[src/rtl/pedal_pkg.sv]
// Shared parameters and the scheduler state encoding
// for the pedal PWM output path.
package pedal_pkg;

  localparam int unsigned DATA_W_DEF   = 24;
  localparam int unsigned PWM_BITS_DEF = 5;
  localparam int unsigned DEPTH_DEF    = 4;
  localparam logic [DATA_W_DEF-1:0] IDLE_LEVEL_DEF = 24'h800000;

  typedef enum logic [1:0] {
    IDLE  = 2'd0,
    PRIME = 2'd1,
    RUN   = 2'd2
  } sched_state_e;

endpackage

[src/rtl/pedal_sample_fifo.sv]
// Synchronous sample FIFO; head is visible on dout
// whenever the FIFO is non-empty.
module pedal_sample_fifo
  import pedal_pkg::*;
#(
  parameter int unsigned DATA_W = DATA_W_DEF,
  parameter int unsigned DEPTH  = DEPTH_DEF,
  localparam int unsigned AW    = $clog2(DEPTH),
  localparam int unsigned CW    = AW + 1
) (
  input  logic              clk,
  input  logic              rst,
  input  logic              push,
  input  logic [DATA_W-1:0] din,
  input  logic              pop,
  output logic [DATA_W-1:0] dout,
  output logic              full,
  output logic              empty,
  output logic [CW-1:0]     count
);

  logic [DATA_W-1:0] mem_q [DEPTH];
  logic [DATA_W-1:0] mem_d [DEPTH];
  logic [AW-1:0]     wr_ptr_q, wr_ptr_d;
  logic [AW-1:0]     rd_ptr_q, rd_ptr_d;
  logic [CW-1:0]     count_q, count_d;
  logic              push_en, pop_en;

  assign full    = (count_q == CW'(DEPTH));
  assign empty   = (count_q == '0);
  assign count   = count_q;
  assign dout    = mem_q[rd_ptr_q];
  assign push_en = push && !full;
  assign pop_en  = pop && !empty;

  always_comb begin
    mem_d    = mem_q;
    wr_ptr_d = wr_ptr_q;
    rd_ptr_d = rd_ptr_q;
    count_d  = count_q;
    if (push_en) begin
      mem_d[wr_ptr_q] = din;
      wr_ptr_d        = wr_ptr_q + 1'b1;
    end
    if (pop_en) begin
      rd_ptr_d = rd_ptr_q + 1'b1;
    end
    unique case ({push_en, pop_en})
      2'b10:   count_d = count_q + 1'b1;
      2'b01:   count_d = count_q - 1'b1;
      default: count_d = count_q;
    endcase
  end

  always_ff @(posedge clk or posedge rst) begin
    if (rst) begin
      for (int i = 0; i < DEPTH; i++) begin
        mem_q[i] <= '0;
      end
      wr_ptr_q <= '0;
      rd_ptr_q <= '0;
      count_q  <= '0;
    end else begin
      mem_q    <= mem_d;
      wr_ptr_q <= wr_ptr_d;
      rd_ptr_q <= rd_ptr_d;
      count_q  <= count_d;
    end
  end

endmodule

[src/rtl/pwm_sample_scheduler.sv]
// Buffers effect-chain samples and hands one to the PWM
// comparator per period, only at period boundaries.
module pwm_sample_scheduler
  import pedal_pkg::*;
#(
  parameter int unsigned DATA_W   = DATA_W_DEF,
  parameter int unsigned PWM_BITS = PWM_BITS_DEF,
  parameter int unsigned DEPTH    = DEPTH_DEF,
  parameter logic [DATA_W-1:0] IDLE_LEVEL = IDLE_LEVEL_DEF,
  localparam int unsigned CW      = $clog2(DEPTH) + 1
) (
  input  logic                clk,
  input  logic                rst,
  input  logic                enable,
  input  logic [DATA_W-1:0]   in_sample,
  input  logic                in_valid,
  output logic                in_ready,
  output logic [DATA_W-1:0]   pwm_sample,
  output logic [PWM_BITS-1:0] pwm_count,
  output logic                frame_start,
  output logic                underrun,
  input  logic                underrun_clr,
  output logic [CW-1:0]       fill_level
);

  sched_state_e        state_q, state_d;
  logic [PWM_BITS-1:0] cnt_q, cnt_d;
  logic [DATA_W-1:0]   sample_q, sample_d;
  logic                frame_q, frame_d;
  logic                underrun_q, underrun_d;
  logic                underrun_set;
  logic                pop;
  logic                fifo_full, fifo_empty;
  logic [DATA_W-1:0]   fifo_head;
  logic [CW-1:0]       fifo_count;

  pedal_sample_fifo #(
    .DATA_W (DATA_W),
    .DEPTH  (DEPTH)
  ) u_fifo (
    .clk   (clk),
    .rst   (rst),
    .push  (in_valid),
    .din   (in_sample),
    .pop   (pop),
    .dout  (fifo_head),
    .full  (fifo_full),
    .empty (fifo_empty),
    .count (fifo_count)
  );

  always_comb begin
    state_d      = state_q;
    cnt_d        = '0;
    sample_d     = IDLE_LEVEL;
    pop          = 1'b0;
    underrun_set = 1'b0;
    unique case (state_q)
      IDLE: begin
        if (enable) state_d = PRIME;
      end
      PRIME: begin
        if (!enable) begin
          state_d = IDLE;
        end else if (fifo_count >= CW'(DEPTH / 2)) begin
          state_d  = RUN;
          pop      = 1'b1;
          sample_d = fifo_head;
        end
      end
      RUN: begin
        if (!enable) begin
          state_d = IDLE;
        end else begin
          cnt_d    = cnt_q + 1'b1;
          sample_d = sample_q;
          // period boundary: reload, or flag that nothing was there
          if (cnt_q == {PWM_BITS{1'b1}}) begin
            if (!fifo_empty) begin
              pop      = 1'b1;
              sample_d = fifo_head;
            end else begin
              underrun_set = 1'b1;
            end
          end
        end
      end
      default: state_d = IDLE;
    endcase
    frame_d    = (state_d == RUN) && (cnt_d == '0);
    underrun_d = underrun_set ? 1'b1 :
                 (underrun_clr ? 1'b0 : underrun_q);
  end

  always_ff @(posedge clk or posedge rst) begin
    if (rst) begin
      state_q    <= IDLE;
      cnt_q      <= '0;
      sample_q   <= IDLE_LEVEL;
      frame_q    <= 1'b0;
      underrun_q <= 1'b0;
    end else begin
      state_q    <= state_d;
      cnt_q      <= cnt_d;
      sample_q   <= sample_d;
      frame_q    <= frame_d;
      underrun_q <= underrun_d;
    end
  end

  assign in_ready    = !fifo_full;
  assign pwm_sample  = sample_q;
  assign pwm_count   = cnt_q;
  assign frame_start = frame_q;
  assign underrun    = underrun_q;
  assign fill_level  = fifo_count;

endmodule

[config.mk]
export PLATFORM = sky130hd
export DESIGN_NAME = pwm_sample_scheduler
export DESIGN_NICKNAME = d
export VERILOG_FILES = /design/src/rtl/pedal_pkg.sv /design/src/rtl/pedal_sample_fifo.sv /design/src/rtl/pwm_sample_scheduler.sv
export SDC_FILE = /design/constraint.sdc
export NUM_CORES = 1
export LEC_CHECK = 0
export CAP_MARGIN = 20
export CELL_PAD_IN_SITES_DETAIL_PLACEMENT = 0
export CELL_PAD_IN_SITES_GLOBAL_PLACEMENT = 2
export CORE_UTILIZATION = 46
export DETAILED_ROUTE_END_ITERATION = 8
export PLACE_DENSITY_LB_ADDON = 0.15
export SYNTH_ARGS = -nofsm -noshare
export SYNTH_HDL_FRONTEND = slang
export SYNTH_SLANG_ARGS = --single-unit
[constraint.sdc]
create_clock -name clk -period 6.18 [get_ports clk]
set_clock_uncertainty 0.15 [all_clocks]
set_input_delay 0.618 -clock clk [delete_from_list [all_inputs] [get_ports clk]]
set_output_delay 0.618 -clock clk [all_outputs]
set_load 0.01 [all_outputs]
==> key figures, run 1 <==
Clock network
  – Max Buffers Root-to-Sink: 2
  – Cts hold-fix bufs: 0
  – Root Driver: clkbuf_16
  – H-tree depth: 4
  – Clk slew on worst S/H paths: 60 ps
  – Worst-Skew Late Latency: 420 ps
  – TritonCTS clock tree: done
  – Post-CTS setup buffer count: 0
  – Post-cts resize count: 0
  – Clock sink count: 136
  – Total CTS buffers: 17

GRT
  – Largest net degree at the start of global routing: 74
  – GR Util met3: 0.06559
  – Met2 Use GR: 0.2892
  – Initial antenna violation count: 0
  – Global-route wire length before repair: 20490 um
  – Overall Global Routing Usage: 0.1919
  – Remaining Overflow, GRT: 0
  – Vias in the first global route: 3657
  – M1 GR Usage: 0.2600
  – Layer with the highest usage: met2

Synth
  – Syn nets: 421
  – Synthesized area: 6412 um2
  – Ys Warns: 0
  – #FFs+latches synth: 136
  – Distinct cell type count after synthesis: 40
  – Sequential area share after synthesis: 0.5309
  – Post-Syn Instances: 380
  – Syn avg cell area: 16.87 um2

STA
  – Max Clock Freq: 353.3 MHz
  – WHS: 351.9 ps
  – TNS Setup: 0 ps
  – Final setup vio count: 0
  – Final period utilization: 0.4580
  – Max Slew Vio Count: 0
  – Min Clock Period, post-route: 2831 ps
  – Hold Violations, Final: 0
  – RSZ-0062 raised after global routing: no
  – Least-Margin Pin Slew: 892.0 ps
  – Worst rel slew slack: 0.4054

Critical path
  – CP endpoint kind: primary output
  – Crit Path Max Fanout: 9
  – Crit path max-delay family: simple AND/OR/NAND/NOR gates
  – Slowest stage delay, CP: 590 ps
  – Buf+Inv Stages, Crit Path: 1
  – Crit path cell chain: or3b_1 -> clkdlybuf4s50_1
  – Setup CP Type: register to primary output
  – CP max stage cell: or3b_1
  – Worst Path Arrival: 2060 ps
  – Required time worst endpoint: 5410 ps
  – Startpoint Class: register

Route
  – Detailed Route WL: 12470 um
  – DRT Pass-1 Iters: 4
  – DR vias: 3425
  – ANT nets after route: 0
  – Via density: 5.428
  – DRC violation count after routing: 0
  – Avg WL per Cell: 19.77 um
  – 1st-iter DRT viols: 195

Die
  – Placement Rows: 42
  – I/O pin cnt: 64
  – Die span in y: 120.1 um
  – Die ar.: 14420 um2
  – Die Span X: 120.1 um
  – CORE AREA: 13400 um2
  – Initial Util: 0.4785

Power
  – P_int: 2.841 mW
  – VDD IR max: 0.2908 mV
  – Sequential Power Share: 0.393
  – Clk network pwr share: 0.252
  – Sw Pwr: 1.126 mW
  – Power Density: 519.8 nW/um2
  – Comb power frac: 0.355
  – Switching Share: 0.2838
  – P_leak: 3.545 nW

Final layout
  – N_diodes: 0
  – Fillers: 1078
  – Share of cells above drive strength 1: 0.3604
  – Most frequent cells in the layout: dfrtp_1 (134), mux2_4 (80), clkdlybuf4s50_1 (63), mux4_2 (24), a22o_1 (23)
  – Most common cell after layout, fill and taps aside: dfrtp_1
  – Layout Nets: 483
  – Final instance area: 7631 um2
  – Area Growth Syn to Fin: 19.00%

Placed design
  – Dpl cell area: 7046 um2
  – GP Congestion: 0.7299
  – Port Buffers: 63
  – Final HPWL DP: 7171 um

Run
  – Max-cap viol count: 0

Status
  – Outcome: finished clean

Hold path
  – Worst Hold Class: register to register
-- path summary, 6_finish.rpt --
kind                                 start                to  slack [ps]  cells after the start
max reg2reg                   pwm_count[0]   u_fifo.count[2]        3460                     11
max                        u_fifo.count[2]          in_ready        3350                      2
max in group asynchronous              rst   u_fifo.mem_q[2]        4060                      3
min                          pwm_sample[1]     pwm_sample[1]         350                      1
min in group asynchronous              rst  u_fifo.mem_q[78]         550                      2
min reg2reg                  pwm_sample[1]     pwm_sample[1]         350                      1
-- per-layer routing --
metal | vias to the layer above | share of wire
met5 | - | 0
met4 | 0 | 0.011
met3 | 16 | 0.047
met2 | 72 | 0.48
met1 | 1809 | 0.47
li1 | 1528 | -
-- synth_stat cells, drive strengths merged --
master / count / share of area
nor4b: 1 / 0.0014
xnor2: 4 / 0.0055
nor3b: 1 / 0.0012
o31a: 1 / 0.0016
nor4: 1 / 0.00098
mux2: 97 / 0.22
a211oi: 1 / 0.0012
maj3: 1 / 0.0016
and3: 3 / 0.0029
nand2: 4 / 0.0023
and2: 1 / 0.00098
mux4: 24 / 0.084
a22o: 23 / 0.031
o21ai: 2 / 0.0016
or3b: 1 / 0.0014
a31oi: 2 / 0.0020
ha: 11 / 0.021
dfrtp: 135 / 0.53
fa: 1 / 0.0031
nor2b: 2 / 0.0020
nor3: 2 / 0.0016
mux2i: 2 / 0.0031
nor2: 6 / 0.0035
nand3b: 2 / 0.0023
o31ai: 1 / 0.0012
inv: 12 / 0.0070
o311a: 1 / 0.0016
dfstp: 1 / 0.0041
a41o: 1 / 0.0016
xor2: 3 / 0.0041
nand3: 6 / 0.012
a221oi: 2 / 0.0037
o32ai: 1 / 0.0014
buf: 24 / 0.042
-- kinds of logic (layout without fill, tap and decap cells) --
| kind of cell | after synthesis | in the layout | synth area share |
|---|---|---|---|
| xor gates and xnor gates | 7 | 7 | 0.009561 |
| muxes | 123 | 123 | 0.3046 |
| DFF | 136 | 136 | 0.5309 |
| adders and majority gates | 13 | 13 | 0.02615 |
| buffers and inverters | 36 | 111 | 0.04878 |
| AOI/OAI and AO/OA | 35 | 35 | 0.04702 |
| and+or+nand+nor | 30 | 30 | 0.03298 |
-- sequential cells by signal (all words and copies together), names as in the netlist --
register	count
u_fifo.rd_ptr_q	2
u_fifo.mem_q	96
pwm_count	5
u_fifo.wr_ptr_q	2
frame_start	1
state_q	2
underrun	1
pwm_sample	24
u_fifo.count	3
-- stage by stage --
stage          worst slack, ps  power (mW)  instances  utilization
6_report                  3349       3.967        631       0.5695
5_1_grt                   3233       4.179        631       0.5695
4_1_cts                   3321       4.004        631       0.5695
3_5_place_dp              3026       2.986        599       0.5258
3_3_place_gp              3096       2.947        599       0.5258
2_1_floorplan             1774       2.716        380            -
-- power groups by stage --
| stage | Sequential (mW) | Clock (mW) | Combinational (mW) |
|---|---|---|---|
| 6_report | 1.56 | 0.998 | 1.41 |
| 5_1_grt | 1.61 | 1.05 | 1.51 |
| 4_1_cts | 1.56 | 1.02 | 1.43 |
| 3_5_place_dp | 1.57 | 0 | 1.42 |
| 3_3_place_gp | 1.55 | 0 | 1.39 |
| 2_1_floorplan | 1.44 | 0 | 1.27 |
-- layout make-up --
type                    count  area, um2  share of cell area
repair buffers             67      660.6             0.08657
well taps                 176      220.2             0.02886
clock buffers              24      491.7             0.06444
multi-input cells         208       2709              0.3550
inverters                  12      50.05            0.006558
flip-flops and latches    136       3406              0.4463
clock inverters             8      93.84             0.01230
Note: power is estimated with default switching activity, not from simulation.
==> run 2, diff against run 1 <==
--- a/config.mk
+++ b/config.mk
@@ -8,7 +8,7 @@
 export CAP_MARGIN = 20
 export CELL_PAD_IN_SITES_DETAIL_PLACEMENT = 0
 export CELL_PAD_IN_SITES_GLOBAL_PLACEMENT = 2
-export CORE_UTILIZATION = 46
+export CORE_UTILIZATION = 42
 export DETAILED_ROUTE_END_ITERATION = 8
 export PLACE_DENSITY_LB_ADDON = 0.15
 export SYNTH_ARGS = -nofsm -noshare
==> constraint.sdc (replaced) <==
create_clock -name clk -period 2.88 [get_ports clk]
set_clock_uncertainty 0.15 [all_clocks]
set_input_delay 0.288 -clock clk [delete_from_list [all_inputs] [get_ports clk]]
set_output_delay 0.288 -clock clk [all_outputs]
set_load 0.01 [all_outputs]
==> run 2 against run 1 <==
  * Combinational power increased by 120%
  * Total power increased by 120%
  * Sequential power up 110%
  * Hold slack worse by 140 ps
  * Final cell count rose by 3.3%
  * Utilization shrank 4.1 points
  * Via count barely moved
  * The run now ends with design-rule violations left
  * Highest routed layer unchanged
  * Largest power group unchanged
==> key figures, run 2 (same netlist as run 1, synthesis figures left out) <==
Clock network
  – Cts hold-fix bufs: 0
  – H-tree depth: 4
  – Max Buffers Root-to-Sink: 2
  – Post-CTS setup buffer count: 0
  – Clk slew on worst S/H paths: 60 ps
  – Worst-Skew Late Latency: 410 ps
  – Root Driver: clkbuf_16
  – TritonCTS clock tree: done
  – Clock sink count: 136
  – Total CTS buffers: 17

Final layout
  – Area Growth Syn to Fin: 21.21%
  – Most common cell after layout, fill and taps aside: dfrtp_1
  – Share of cells above drive strength 1: 0.3825
  – Layout Nets: 497
  – Final instance area: 7772 um2
  – Most frequent cells in the layout: dfrtp_1 (134), mux2_4 (80), clkdlybuf4s50_1 (63), mux4_2 (24), a22o_1 (23)
  – Final non-filler cell total: 652
  – Fillers: 1231
  – Largest Register: u_fifo.mem_q
  – N_diodes: 0
  – Final Util: 0.5288
  – Max FFs per register: 96

STA
  – Min Clock Period, post-route: 2608 ps
  – TNS Setup: 0 ps
  – Hold Violations, Final: 0
  – Worst rel slew slack: 0.5105
  – Max Clock Freq: 383.4 MHz
  – RSZ-0062 raised after global routing: no
  – Max Slew Vio Count: 0
  – Final setup vio count: 0
  – Least-Margin Pin Slew: 734.2 ps
  – Final period utilization: 0.9055

Critical path
  – CP max stage cell: dfrtp_1
  – Crit Path Max Fanout: 5
  – Startpoint Class: register
  – CP endpoint kind: register
  – Crit path top cell by count: ha_1
  – Setup CP Type: register to register
  – Worst Path Arrival: 2790 ps
  – Slowest stage delay, CP: 410 ps
  – Required time worst endpoint: 3060 ps
  – Crit path cell chain: ha_1 -> and3_1 -> ha_1 -> nor2b_1 -> nor3_2 -> ha_1 -> inv_1 -> fa_1 -> xor2_1 -> nor2_1 -> xor2_1

Route
  – 1st-iter DRT viols: 152
  – ANT nets after route: 0
  – Avg WL per Cell: 19.57 um
  – DR vias: 3423
  – Detailed Route WL: 12760 um
  – Via density: 5.250
  – DRC violation count after routing: 5
  – DRT Pass-1 Iters: 6

Status
  – Outcome: finished with violations
  – Failing checks: design-rule violations

GRT
  – Initial antenna violation count: 0
  – Vias in the first global route: 3894
  – Global-route wire length before repair: 21910 um
  – Largest net degree at the start of global routing: 95
  – Overall Global Routing Usage: 0.1827
  – Remaining Overflow, GRT: 0

Die
  – I/O pin cnt: 64
  – Die ar.: 15770 um2
  – Die span in y: 125.6 um
  – Placement Rows: 44
  – Die Span X: 125.6 um
  – CORE AREA: 14700 um2
  – Initial Util: 0.4362

Run
  – Max-cap viol count: 0

Placed design
  – Final HPWL DP: 7987 um
  – Placed Instances: 621
  – Port Buffers: 63
  – GP Congestion: 0.7611
  – Dpl cell area: 7184 um2

Hold path
  – Worst Hold Class: input port to async pin

Power
  – Power, Total: 8.573 mW
  – Power Density: 1103 nW/um2
  – P_leak: 3.609 nW
  – VDD IR max: 0.5301 mV
## run 2: repair_timing
action / 4_1_cts / 5_1_grt
hold endpoints to repair: 0 / 0
setup endpoints to repair: 0 / 1
gates resized for setup: 0 / 1
## run 2: stage by stage
step	hold WS, ps	setup WS, ps
global route	255.0	59.50
global placement	332.2	242.9
finish	215.4	272.0
CTS	253.7	166.0
floorplan	286.5	352.1
detailed placement	336.9	181.0
## run 2: cell type report
cell class | instances | area [um2] | area share
Tap cell | 184 | 230.2 | 0.02962
Timing Repair Buffer | 81 | 790.8 | 0.1017
Inverter | 12 | 48.80 | 0.006278
Multi-Input combinational cell | 208 | 2714 | 0.3492
Clock buffer | 23 | 488.0 | 0.06278
Clock inverter | 8 | 95.09 | 0.01223
Sequential cell | 136 | 3406 | 0.4382
## run 2: power breakdown
| group | internal [mW] | total (mW) | switching, mW | leakage [nW] |
|---|---|---|---|---|
| registers | 2.74 | 3.29 | 0.550 | 1.67 |
| logic | 2.07 | 3.17 | 1.10 | 1.65 |
| clock network | 1.35 | 2.12 | 0.765 | 0.285 |
| total | 6.16 | 8.57 | 2.41 | 3.61 |
## run 2: final timing paths
| kind | from | to | slack (ps) | cells after the start |
|---|---|---|---|---|
| min | rst | pwm_sample[7] | 220 | 3 |
| max | pwm_count[0] | u_fifo.count[2] | 270 | 11 |
| max reg2reg | pwm_count[0] | u_fifo.count[2] | 270 | 11 |
| min in group clk | u_fifo.mem_q[70] | u_fifo.mem_q[70] | 350 | 1 |
| max in group asynchronous | rst | u_fifo.rd_ptr_q[1] | 1890 | 3 |
| min reg2reg | u_fifo.mem_q[70] | u_fifo.mem_q[70] | 350 | 1 |
## run 2: routing by layer
metal  track usage  vias up  routed length [um]
li1              -     1558                   -
met1        0.2547     1798                6203
met2        0.2775       59                5941
met3       0.05349        8                 524
met4       0.05165        0                  93
met5             0        -                   0
## run 2: critical path, delay by kind of cell (launching register included)
family	cells	cell delay, ps
adder cells (fa/ha/maj)	4	1010
AND/OR/NAND/NOR	4	600
flip-flops	1	410
XOR/XNOR	2	300
buffers and inverters	1	60
==> run 3, diff against run 2 <==
--- a/config.mk
+++ b/config.mk
@@ -11,6 +11,7 @@
 export CORE_UTILIZATION = 42
 export DETAILED_ROUTE_END_ITERATION = 8
 export PLACE_DENSITY_LB_ADDON = 0.15
+export RECOVER_POWER = 25
 export SYNTH_ARGS = -nofsm -noshare
 export SYNTH_HDL_FRONTEND = slang
 export SYNTH_SLANG_ARGS = --single-unit
==> run 3 against run 2 <==
  * The flow still finishes with violations (design-rule violations)
  * Non-clock buffer count did not move
  * Sequential share of layout area rose by 0.071 points
  * Hold slack improved by 130 ps
  * Critical path type unchanged
  * Sequential cell count did not move
  * Final cell count did not move
  * Fmax did not move
  * Count of clock-buffer cells in the layout did not move
  * Worst setup slack did not move
  * Global-route usage did not move
  * Clock power barely moved
  * Utilization fell by 0.085 points
  * Cell area fell by 0.16%
==> key figures, run 3 (same netlist as run 1, synthesis figures left out) <==
Status
  – Outcome: finished with violations
  – Failing checks: design-rule violations

Die
  – Die ar.: 15770 um2
  – I/O pin cnt: 64
  – Initial Util: 0.4362
  – CORE AREA: 14700 um2
  – Die span in y: 125.6 um
  – Placement Rows: 44
  – Die Span X: 125.6 um

STA
  – Worst rel slew slack: 0.1490
  – Max Clock Freq: 383.4 MHz
  – Final setup vio count: 0
  – TNS Setup: 0 ps
  – Max Slew Vio Count: 0
  – Min Clock Period, post-route: 2608 ps
  – WHS: 349.9 ps
  – Final period utilization: 0.9055
  – Least-Margin Pin Slew: 1277 ps
  – Hold Violations, Final: 0
  – RSZ-0062 raised after global routing: no

Route
  – ANT nets after route: 0
  – Via density: 5.239
  – DRT Pass-1 Iters: 6
  – Detailed Route WL: 12760 um
  – DRC violation count after routing: 5
  – 1st-iter DRT viols: 149
  – DR vias: 3416
  – Avg WL per Cell: 19.56 um

Power
  – VDD IR max: 0.5301 mV
  – Power Density: 1104 nW/um2
  – P_leak: 3.605 nW

Final layout
  – N_diodes: 0
  – Max FFs per register: 96
  – Area Growth Syn to Fin: 21.01%
  – Largest Register: u_fifo.mem_q
  – Most frequent cells in the layout: dfrtp_1 (134), mux2_4 (80), clkdlybuf4s50_1 (62), mux4_2 (24), a22o_1 (23)
  – Most common cell after layout, fill and taps aside: dfrtp_1
  – Layout Nets: 497
  – Share of cells above drive strength 1: 0.3825

Clock network
  – Total CTS buffers: 17
  – Root Driver: clkbuf_16
  – H-tree depth: 4
  – TritonCTS clock tree: done
  – Max Buffers Root-to-Sink: 2
  – Clock sink count: 136
  – Worst-Skew Late Latency: 410 ps
  – Clk slew on worst S/H paths: 60 ps

Hold path
  – Worst Hold Class: register to register
  – Endpoint, Worst Hold: u_fifo.mem_q[70]
  – Hold path start: u_fifo.mem_q[70]
  – Hold path depth: 1

Critical path
  – Worst Path Arrival: 2790 ps
  – Buf+Inv Stages, Crit Path: 1
  – Setup CP Type: register to register
  – CP endpoint kind: register
  – Crit path max-delay family: adder cells
  – Crit path top cell by count: ha_1
  – Critical R2R Capture: u_fifo.count[2]
  – Worst r2r path cells: 11
  – Flop2flop setup slack: 270 ps
  – Crit path cell chain: ha_1 -> and3_1 -> ha_1 -> nor2b_1 -> nor3_2 -> ha_1 -> inv_1 -> fa_1 -> xor2_1 -> nor2_1 -> xor2_1
  – Slowest stage delay, CP: 410 ps
  – FF-to-FF Start: pwm_count[0]
  – Startpoint Class: register
  – Crit Path Max Fanout: 5
  – Required time worst endpoint: 3060 ps
  – CP max stage cell: dfrtp_1

Run
  – Max-cap viol count: 0

GRT
  – Vias in the first global route: 3894
  – Largest net degree at the start of global routing: 95
  – Overall Global Routing Usage: 0.1827
  – Initial antenna violation count: 0
  – Global-route wire length before repair: 21910 um
  – Remaining Overflow, GRT: 0

Placed design
  – GP Congestion: 0.7611
  – Final HPWL DP: 7987 um
  – Port Buffers: 63
## run 3: cell count changes in the layout (fill, tap and decap cells not counted), sizes merged
cell,change
buf,-1
clkbuf,+1
clkdlybuf4s50,-1
dlygate4sd3,+1
## run 3: cell type report
type	instances	area [um2]
Timing Repair Buffer	81	778.2
Sequential cell	136	3406
Clock buffer	23	488.0
Inverter	12	48.80
Clock inverter	8	95.09
Tap cell	184	230.2
Multi-Input combinational cell	208	2714
Fill cell	1233	6939
## run 3: stage by stage
stage	cell area [um2]	setup slack [ps]	std cells	power, mW	utilization
2_1_floorplan	6416	352.1	380	5.828	-
3_3_place_gp	7184	242.9	621	6.448	0.4888
3_5_place_dp	7184	181.0	621	6.511	0.4888
4_1_cts	7767	166.0	652	8.694	0.5284
5_1_grt	7760	59.50	652	9.086	0.5279
6_report	7760	272.0	652	8.570	0.5279
## run 3: where the power goes
| part | switching, mW | internal (mW) | leakage [nW] | total [mW] |
|---|---|---|---|---|
| Clock | 0.765 | 1.35 | 0.285 | 2.12 |
| Combinational | 1.10 | 2.06 | 1.65 | 3.16 |
| Sequential | 0.550 | 2.74 | 1.67 | 3.29 |
| Total | 2.41 | 6.16 | 3.60 | 8.57 |
## run 3: routing by layer
layer / track usage / up-vias / routed length (um)
met1: 0.2547 / 1791 / 6193
met4: 0.05165 / 0 / 93
met2: 0.2775 / 59 / 5940
li1: - / 1558 / -
met5: 0 / - / 0
met3: 0.05349 / 8 / 529
## run 3: what timing repair did
item,in CTS,in global routing
buffers inserted,0,0
endpoints found under the hold margin,0,0
gates resized for setup,0,1
hold buffers,0,0
endpoints found under the setup margin,0,1
## run 3: worst max-delay path by stage
stage,to,start,depth (start not counted),slack [ps]
final,u_fifo.count[2],pwm_count[0],11,270
after global routing,u_fifo.count[2],pwm_count[0],11,60
after CTS,u_fifo.count[2],pwm_count[0],11,170
after detailed placement,u_fifo.count[2],pwm_count[0],11,180
after global placement,u_fifo.count[2],pwm_count[0],11,240
after floorplan,u_fifo.count[2],pwm_count[0],11,350
